<file path="src/rtl/clkseq_pkg.sv">
// Shared types and constants for the clock domain sequencer.
package clkseq_pkg;

    typedef enum logic [2:0] {
        BOOT       = 3'd0,
        IDLE       = 3'd1,
        UP_SETTLE  = 3'd2,
        UP_RELEASE = 3'd3,
        DN_HOLD    = 3'd4,
        DN_GATE    = 3'd5,
        DONE       = 3'd6
    } clkseq_state_e;

    localparam int DEFAULT_SETTLE_CYCLES = 4;
    localparam int DEFAULT_HOLD_CYCLES   = 8;

    // Bits needed to hold a count of max_val; never less than one.
    function automatic int cnt_width(input int max_val);
        return (max_val <= 1) ? 1 : $clog2(max_val + 1);
    endfunction

endpackage

</file>
<file path="src/rtl/clkseq_timer.sv">
// Loadable down-counter; expired is high whenever the count sits at zero.
module clkseq_timer #(
    parameter int W = 4
) (
    input  logic         clock,
    input  logic         reset,
    input  logic         load,
    input  logic [W-1:0] load_val,
    output logic         expired
);

    logic [W-1:0] cnt_q;
    logic [W-1:0] cnt_d;

    always_comb begin
        cnt_d = cnt_q;
        if (load) begin
            cnt_d = load_val;
        end else if (cnt_q != '0) begin
            cnt_d = cnt_q - W'(1);
        end
    end

    always_ff @(posedge clock or negedge reset) begin
        if (!reset) begin
            cnt_q <= '0;
        end else begin
            cnt_q <= cnt_d;
        end
    end

    assign expired = (cnt_q == '0);

endmodule

</file>
<file path="src/rtl/clock_domain_sequencer.sv">
// Sequences clock-enable / reset of N broadcast domains one at a time.
// Define CLKSEQ_BOOT_EN to bring every domain up in index order after reset.
//
// state      | meaning
// BOOT       | first cycle after reset, starts domain 0 (boot build only)
// IDLE       | req_ready high, waiting for a request
// UP_SETTLE  | clock enabled, domain still in reset, counting settle time
// UP_RELEASE | domain reset released
// DN_HOLD    | domain reset asserted with clock running, counting hold time
// DN_GATE    | clock gated
// DONE       | done pulse, dom_on updated
module clock_domain_sequencer
    import clkseq_pkg::*;
#(
    parameter int N_DOMAINS     = 5,
    parameter int SETTLE_CYCLES = DEFAULT_SETTLE_CYCLES,
    parameter int HOLD_CYCLES   = DEFAULT_HOLD_CYCLES
) (
    input  logic                         clock,
    input  logic                         reset,
    input  logic                         req_valid,
    output logic                         req_ready,
    input  logic [$clog2(N_DOMAINS)-1:0] req_domain,
    input  logic                         req_on,
    output logic                         done_valid,
    output logic [$clog2(N_DOMAINS)-1:0] done_domain,
    output logic [N_DOMAINS-1:0]         clk_en,
    output logic [N_DOMAINS-1:0]         dom_reset,
    output logic [N_DOMAINS-1:0]         dom_on
);

    localparam int DW   = $clog2(N_DOMAINS);
    localparam int TMAX = (SETTLE_CYCLES > HOLD_CYCLES) ? SETTLE_CYCLES : HOLD_CYCLES;
    localparam int TW   = cnt_width(TMAX);

    localparam logic [TW-1:0] SETTLE_LOAD = TW'(SETTLE_CYCLES - 1);
    localparam logic [TW-1:0] HOLD_LOAD   = TW'(HOLD_CYCLES - 1);

`ifdef CLKSEQ_BOOT_EN
    localparam clkseq_state_e RESET_STATE = BOOT;
`else
    localparam clkseq_state_e RESET_STATE = IDLE;
`endif

    clkseq_state_e state_q, state_d;
    logic [DW-1:0]        dom_q, dom_d;
    logic [N_DOMAINS-1:0] sel_q, sel_d;
    logic [N_DOMAINS-1:0] clk_en_q, clk_en_d;
    logic [N_DOMAINS-1:0] dom_reset_q, dom_reset_d;
    logic [N_DOMAINS-1:0] dom_on_q, dom_on_d;
    logic                 done_valid_q, done_valid_d;
    logic [DW-1:0]        done_domain_q, done_domain_d;
    logic                 req_ready_q, req_ready_d;
`ifdef CLKSEQ_BOOT_EN
    logic                 boot_q, boot_d;
`endif

    logic [N_DOMAINS-1:0] req_sel;
    logic                 req_redundant;
    logic                 tmr_load;
    logic [TW-1:0]        tmr_val;
    logic                 tmr_expired;

    clkseq_timer #(.W(TW)) u_timer (
        .clock    (clock),
        .reset    (reset),
        .load     (tmr_load),
        .load_val (tmr_val),
        .expired  (tmr_expired)
    );

    // An out-of-range index decodes to an empty mask and is handled as redundant.
    always_comb begin
        req_sel = '0;
        for (int i = 0; i < N_DOMAINS; i++) begin
            req_sel[i] = (req_domain == DW'(i));
        end
    end

    assign req_redundant = (req_sel == '0) || ((|(dom_on_q & req_sel)) == req_on);

    always_comb begin
        state_d       = state_q;
        dom_d         = dom_q;
        sel_d         = sel_q;
        clk_en_d      = clk_en_q;
        dom_reset_d   = dom_reset_q;
        dom_on_d      = dom_on_q;
        done_domain_d = done_domain_q;
`ifdef CLKSEQ_BOOT_EN
        boot_d        = boot_q;
`endif
        tmr_load      = 1'b0;
        tmr_val       = '0;

        case (state_q)
`ifdef CLKSEQ_BOOT_EN
            BOOT: begin
                dom_d    = '0;
                sel_d    = N_DOMAINS'(1);
                clk_en_d = clk_en_q | N_DOMAINS'(1);
                tmr_load = 1'b1;
                tmr_val  = SETTLE_LOAD;
                state_d  = UP_SETTLE;
            end
`endif
            IDLE: begin
                if (req_valid && req_ready_q) begin
                    dom_d = req_domain;
                    sel_d = req_sel;
                    if (req_redundant) begin
                        done_domain_d = req_domain;
                        state_d       = DONE;
                    end else if (req_on) begin
                        clk_en_d = clk_en_q | req_sel;
                        tmr_load = 1'b1;
                        tmr_val  = SETTLE_LOAD;
                        state_d  = UP_SETTLE;
                    end else begin
                        dom_reset_d = dom_reset_q | req_sel;
                        tmr_load    = 1'b1;
                        tmr_val     = HOLD_LOAD;
                        state_d     = DN_HOLD;
                    end
                end
            end
            UP_SETTLE: begin
                if (tmr_expired) begin
                    dom_reset_d = dom_reset_q & ~sel_q;
                    state_d     = UP_RELEASE;
                end
            end
            UP_RELEASE: begin
                dom_on_d      = dom_on_q | sel_q;
                done_domain_d = dom_q;
                state_d       = DONE;
            end
            DN_HOLD: begin
                if (tmr_expired) begin
                    clk_en_d = clk_en_q & ~sel_q;
                    state_d  = DN_GATE;
                end
            end
            DN_GATE: begin
                dom_on_d      = dom_on_q & ~sel_q;
                done_domain_d = dom_q;
                state_d       = DONE;
            end
            DONE: begin
`ifdef CLKSEQ_BOOT_EN
                // During boot the next domain starts on the edge that ends this pulse.
                if (boot_q && (dom_q != DW'(N_DOMAINS - 1))) begin
                    dom_d    = dom_q + DW'(1);
                    sel_d    = sel_q << 1;
                    clk_en_d = clk_en_q | (sel_q << 1);
                    tmr_load = 1'b1;
                    tmr_val  = SETTLE_LOAD;
                    state_d  = UP_SETTLE;
                end else begin
                    boot_d  = 1'b0;
                    state_d = IDLE;
                end
`else
                state_d = IDLE;
`endif
            end
            default: state_d = IDLE;
        endcase

        done_valid_d = (state_d == DONE);
        req_ready_d  = (state_d == IDLE);
    end

    always_ff @(posedge clock or negedge reset) begin
        if (!reset) begin
            state_q       <= RESET_STATE;
            dom_q         <= '0;
            sel_q         <= '0;
            clk_en_q      <= '0;
            dom_reset_q   <= '1;
            dom_on_q      <= '0;
            done_valid_q  <= 1'b0;
            done_domain_q <= '0;
            req_ready_q   <= 1'b0;
`ifdef CLKSEQ_BOOT_EN
            boot_q        <= 1'b1;
`endif
        end else begin
            state_q       <= state_d;
            dom_q         <= dom_d;
            sel_q         <= sel_d;
            clk_en_q      <= clk_en_d;
            dom_reset_q   <= dom_reset_d;
            dom_on_q      <= dom_on_d;
            done_valid_q  <= done_valid_d;
            done_domain_q <= done_domain_d;
            req_ready_q   <= req_ready_d;
`ifdef CLKSEQ_BOOT_EN
            boot_q        <= boot_d;
`endif
        end
    end

    assign req_ready   = req_ready_q;
    assign done_valid  = done_valid_q;
    assign done_domain = done_domain_q;
    assign clk_en      = clk_en_q;
    assign dom_reset   = dom_reset_q;
    assign dom_on      = dom_on_q;

endmodule

</file>
<file path="config.mk">
export PLATFORM = sky130hd
export DESIGN_NAME = clock_domain_sequencer
export DESIGN_NICKNAME = d
export VERILOG_FILES = /design/src/rtl/clkseq_pkg.sv /design/src/rtl/clkseq_timer.sv /design/src/rtl/clock_domain_sequencer.sv
export SDC_FILE = /design/constraint.sdc
export NUM_CORES = 1
export LEC_CHECK = 0
export CELL_PAD_IN_SITES_DETAIL_PLACEMENT = 0
export CELL_PAD_IN_SITES_GLOBAL_PLACEMENT = 1
export CORE_MARGIN = 10
export CORE_UTILIZATION = 44
export CTS_CLUSTER_SIZE = 20
export DETAILED_ROUTE_END_ITERATION = 8
export MAX_ROUTING_LAYER = met4
export PLACE_DENSITY = 0.94
export SYNTH_ARGS = -nofsm -noshare
export SYNTH_HDL_FRONTEND = slang
export SYNTH_SLANG_ARGS = --single-unit
</file>
<file path="constraint.sdc">
create_clock -name clock -period 3.3 [get_ports clock]
set_input_delay 0.66 -clock clock [delete_from_list [all_inputs] [get_ports clock]]
set_output_delay 0.66 -clock clock [all_outputs]
set_load 0.02 [all_outputs]
</file>
# After elaboration in Yosys (flattened, before gate mapping)
# Index checks and enable logic that the tools add are counted.
[classes]
addsub = 1
n_eq_ne = 19
mux = 29
bitwise_logic = 8
reduce_logical = 17
[ops]
columns = ["operator", "n"]
rows = [
  ["two-way mux 5 bit", 8],
  ["two-way mux 3 bit", 11],
  ["case mux 5 bit (2 select lines)", 3],
  ["bitwise AND 5 bit", 4],
  ["OR 5 bit", 3],
  ["!= test 2 bit, second input constant", 7],
  ["equality test 3 x 2 -> 1 bit, second input constant", 4],
  ["equality test 3 bit, second input constant", 4],
  ["case mux 3 bit (4 select lines)", 1],
  ["AND reduction 5 bit", 2],
  ["nonzero test 2 bit", 5],
  ["equality test 3 x 1 -> 1 bit, second input constant", 3],
  ["two-way mux 4 bit", 2],
  ["case mux 3 bit (2 select lines)", 1],
  ["zero test 5 bit", 1],
  ["NOT 5 bit", 1],
  ["OR reduction 5 bit", 1],
  ["zero test 4 bit", 1],
  ["nonzero test 4 bit", 1],
  ["subtractor 4 x 1 -> 4 bit, second input constant", 1],
  ["zero test 3 bit", 1],
  ["two-way mux 1 bit", 3],
  ["AND reduction 3 bit", 1],
  ["AND reduction 2 bit", 1],
  ["4 further kinds", 4],
]
[word_totals]
ff_bits = 35
in_bits = 7
output_inout_bits = 20
wordCells = 84

# Depth between registers and ports, before layout
[logic_depth]
word_depth = 9
ltp_mapped = 8

# Cells and area by module
# Synthesis repeated with hierarchy kept, for this count alone.
[hier_totals]
hier_cells = 205
area_unflattened_um2 = 1899.3
[modules_own_cells]
columns = ["mod", "instances", "cells_per_inst", "area_per_inst_um2"]
rows = [
  ["clock_domain_sequencer", 1, 183, 1665.3],
  ["clkseq_timer", 1, 22, 234.0],
]

# Worst setup path after synthesis
# OpenSTA, ideal clock, no wires.
[synth_timing]
path_kind = "in2reg"
startpoint = "input port req_domain[2]"
endpoint = "register done_domain_q[1], in the netlist done_domain[1]"
arrival_time_ns = 1.969
setup_slack_ns = 1.204
path_stages = 6
path_cell_list = "buf_2 and4bb_1 a21o_1 o211ai_1 o311a_1 mux2_1"
[synth_between]
elab_chain_cells = 7
elab_cells_between_ends = 12
classes_between = "eq/ne: 6; bitwise: 1; reduce/logical: 5"
[synth_rtl]
columns = ["item", "line", "source"]
rows = [
  ["start: declaration", "clock_domain_sequencer.sv:23", "input logic [$clog2(N_DOMAINS)-1:0] req_domain,"],
  ["equality test 3 x 1 -> 1 bit, or another cell as far along", "clock_domain_sequencer.sv:76", "req_sel[i] = (req_domain == DW'(i));"],
  ["bitwise AND 5 bit", "clock_domain_sequencer.sv:80", "assign req_redundant = (req_sel == '0) || ((|(dom_on_q & req_sel)) == req_on);"],
  ["OR reduction 5 bit", "clock_domain_sequencer.sv:80", ""],
  ["equality test 1 bit", "clock_domain_sequencer.sv:80", ""],
  ["logical OR 1 bit (*)", "clock_domain_sequencer.sv:80", ""],
  ["!= test 2 bit (no line) (*)", "--", ""],
  ["AND reduction 3 bit (no line) (*)", "--", ""],
  ["end signal: assignment", "clock_domain_sequencer.sv:196", "done_domain_q <= done_domain_d;"],
  ["end: declaration", "clock_domain_sequencer.sv:52", "logic [DW-1:0] done_domain_q, done_domain_d;"],
]
# Mark *: on every way between the ends. The rest lies on a longest branch, timed or not.
# A chain may end at the register's enable or synchronous reset.

# Worst setup path after layout
[layout_timing]
startpoint = "input port req_domain[1]"
endpoint = "register clk_en_q[3], in the netlist clk_en[3]"
[layout_between]
elab_chain_cells = 7
elab_cells_between_ends = 17
classes_between = "eq/ne: 6; mux: 4; bitwise: 2; reduce/logical: 5"
[layout_rtl]
columns = ["item", "line", "source"]
rows = [
  ["equality test 3 x 1 -> 1 bit, or another cell as far along", "clock_domain_sequencer.sv:76", ""],
  ["bitwise AND 5 bit", "clock_domain_sequencer.sv:80", ""],
  ["OR reduction 5 bit", "clock_domain_sequencer.sv:80", ""],
  ["equality test 1 bit", "clock_domain_sequencer.sv:80", ""],
  ["logical OR 1 bit", "clock_domain_sequencer.sv:80", ""],
  ["!= test 2 bit (no line)", "--", ""],
  ["AND reduction 5 bit (no line)", "--", ""],
  ["end signal: assignment", "clock_domain_sequencer.sv:192", "clk_en_q <= clk_en_d;"],
  ["end: declaration", "clock_domain_sequencer.sv:48", "logic [N_DOMAINS-1:0] clk_en_q, clk_en_d;"],
]
# Several ways; a longest one is shown, not always the timed one. The select of a mux whose other input is x is not followed.

==> flow_summary.json <==
{
  "outcome": "finished clean",
  "layout.cells.non_filler": 298,
  "synth_top_area_cell": "dfrtp_1",
  "post_cts_resized": 0,
  "period_share": 0.773,
  "critical_path_peak_fanout": 12,
  "leakage_nw": 0.979,
  "setup_violations": 0,
  "required_ns": 3.47,
  "synth_ff_type": "dfrtp_1",
  "rows": 24,
  "cts_root_buffer": "clkbuf_8",
  "dp_hpwl_um": 3400,
  "fp.dieH_um": 86.3,
  "rsz0062_at_grt": "false",
  "hp-class": "reg2reg",
  "top_layer": "met4",
  "worst_slew_pin_slew_ns": 0.875,
  "arrival_ns": 2.72,
  "grt_pass1_vias": 1598,
  "endpoint_kind": "register",
  "clk_pin_slew_ns": 0.07,
  "p_comb_frac": 0.429,
  "fp.coreArea_um2": 4290,
  "synth-edff-count": 0,
  "synth_nets": 230,
  "gp_congestion": 0.848,
  "fin_crit_ns": 2.55,
  "die_w_um": 86.3,
  "dieArea_um2": 7450,
  "place_ws_ns": 0.455,
  "setup_slack_ns": 0.748,
  "intPower_w": 0.00115,
  "wl_met3_um": 191,
  "power.total_w": 0.00191,
  "synthArstFlopShare": 1.00,
  "ys_seq_area_frac": 0.457,
  "post_cts_buffers": 0,
  "cts_buffers": 5,
  "drv_cap": 0,
  "clock_sinks": 35,
  "post-route-drc-count": 0,
  "clockPowerShare": 0.166,
  "slew_viol_final": 0,
  "syn_area_per_cell_um2": 8.71,
  "port_buffers": 26,
  "routedWlPerCell_um": 15.9,
  "synth-xor-area-share": 0.00906,
  "drive_gt1_frac": 0.134,
  "overflow": 0,
  "p_per_area_nw_per_um2": 826,
  "clk_path_buf_depth": 2,
  "yosysWarnings": 0,
  "synthCells": 222,
  "crit_type": "in2reg",
  "synth_cell_types": 45,
  "vias": 1612,
  "post-place-cells": 291,
  "synth_mux_area_frac": 0.0330,
  "grt_antenna_before_repair": 0,
  "yosys-top-cells-area": "dfrtp_1 (38%), nand2_1 (8.9%), dfstp_2 (8.2%), o21ai_0 (7.0%), a21oi_1 (4.1%)",
  "drtIter0Drc": 82,
  "finish.utilization": 0.539,
  "ys_seq_elements": 35,
  "hold_viol_final": 0,
  "dr_wl_met2_um": 2350,
  "synth_top_family_by_area": "simple AND/OR/NAND/NOR gates",
  "p_sw_w": 0.000757,
  "tritoncts": "done",
  "htree_num_levels": 2,
  "cp-start-kind": "primary input",
  "synth_compound_area_frac": 0.208,
  "synth_top_area_frac": 0.375,
  "ios": 27,
  "gr-usage-all-layers": 0.134,
  "slew_headroom": 0.417,
  "seqPwrFrac": 0.405,
  "antenna_left": 0,
  "num_antenna_cells": 0,
  "grt_pass1_wl_um": 7820,
  "clk_latency_ns": 0.29,
  "fin_skew_ns": 0.00941,
  "routed_wl_um": 4730,
  "peakVddDrop_mv": 0.380,
  "syn-cell-area_um2": 1930,
  "hold_buffers": 0,
  "grt_max_degree": 36,
  "layout.nets": 254,
  "synth_fa_ha_area_frac": 0.00647,
  "fin_setup_tns_ns": 0,
  "area_growth_pct": 19.6,
  "initial_core_util": 0.450,
  "dr.pass1.iters": 4,
  "p_sw_frac": 0.396,
  "synthSimpleGateAreaFrac": 0.243,
  "routed_via_density": 5.41,
  "fmax_mhz": 392,
  "routedLengthMet1_um": 2120
}
[cells in the final DEF (no fill, tap or decap), types with 2 or more instances in the layout]
master and instances:
nand2_1 46, dfrtp_1 29, o21ai_0 27, clkdlybuf4s50_1 26, a21oi_1 16, nor2_1 15, inv_1 10, clkbuf_8 6
dfstp_2 6, nand3_1 5, nand2b_1 4, nor2b_1 4, mux2i_1 3, o21a_1 3, and2_1 3, or2_2 3
a21oi_2 2, a21o_1 2, or3b_2 2, o211ai_1 2, mux2_2 2, nor3b_1 2, o221a_2 2, or3_1 2
buf_4 2
[synthesized netlist by cell type, types with 2 or more instances]
master / instances
nand2_1: 46
nor2_1: 15
dfrtp_1: 29
mux2i_1: 3
clkbuf_1: 5
nor2b_1: 4
o221a_2: 2
or3b_2: 2
and2_1: 3
dfstp_2: 6
or2_2: 3
nand2b_1: 4
o211ai_1: 2
a21oi_2: 2
a21oi_1: 16
o21ai_0: 27
o21a_1: 3
nand3_1: 5
inv_1: 10
buf_2: 6
or3_1: 2
a21o_1: 2
nor3b_1: 2
mux2_2: 2
[stage by stage]
| step | cell area [um2] | hold slack, ns |
|---|---|---|
| global route | 2310 | 0.495 |
| CTS | 2310 | 0.478 |
| floorplan | 1930 | 0.364 |
| detailed placement | 2230 | 0.460 |
| global placement | 2230 | 0.457 |
| finish | 2310 | 0.474 |
[power groups by stage]
stage | Combinational [W] | Sequential (W) | Clock (W)
floorplan | 0.000487 | 0.000813 | 0
global placement | 0.000805 | 0.000775 | 0
detailed placement | 0.000823 | 0.000781 | 0
CTS | 0.000830 | 0.000774 | 0.000325
global route | 0.000914 | 0.000800 | 0.000345
finish | 0.000821 | 0.000773 | 0.000317
[per-layer routing]
metal / vias to the layer above / track usage
met1: 777 / 0.160
met5: - / -
met3: 5 / 0.0394
met4: 0 / 0.0442
met2: 23 / 0.213
li1: 807 / -
[logic make-up after synthesis]
kind of cell,Yosys count
muxes,6
AOI/OAI and AO/OA,63
xor gates and xnor gates,2
and+or+nand+nor,94
buffers and inverters,21
DFF,35
adders and majority gates,1
[final cells by class]
type / count / area, um2
fillers: 421 / 1980
multi-input cells: 166 / 965
flip-flops and latches: 35 / 883
repair buffers: 28 / 275
clock buffers: 6 / 82.6
well taps: 52 / 65.1
inverters: 10 / 37.5
clock inverters: 1 / 5.00
[path summary, 6_finish.rpt]
kind | startpoint | end | slack (ns) | cells past startpoint
max | req_domain[1] | clk_en[3] | 0.75 | 6
min | dom_q[1] | dom_q[1] | 0.47 | 2
max reg2reg | state_q[0] | u_timer.cnt_q[2] | 0.90 | 4
min reg2reg | dom_q[1] | dom_q[1] | 0.47 | 2
max in group asynchronous | reset | dom_reset[1] | 2.17 | 2
min in group asynchronous | reset | state_q[2] | 0.78 | 2
[critical path: stages]
cell,delay [ns]
clkdlybuf4s50_1,0.58
or4b_1,0.63
o21ai_2,0.14
mux2_2,0.41
o21ai_0,0.21
a21oi_1,0.10
No activity file was read; power rests on OpenSTA's default activity.
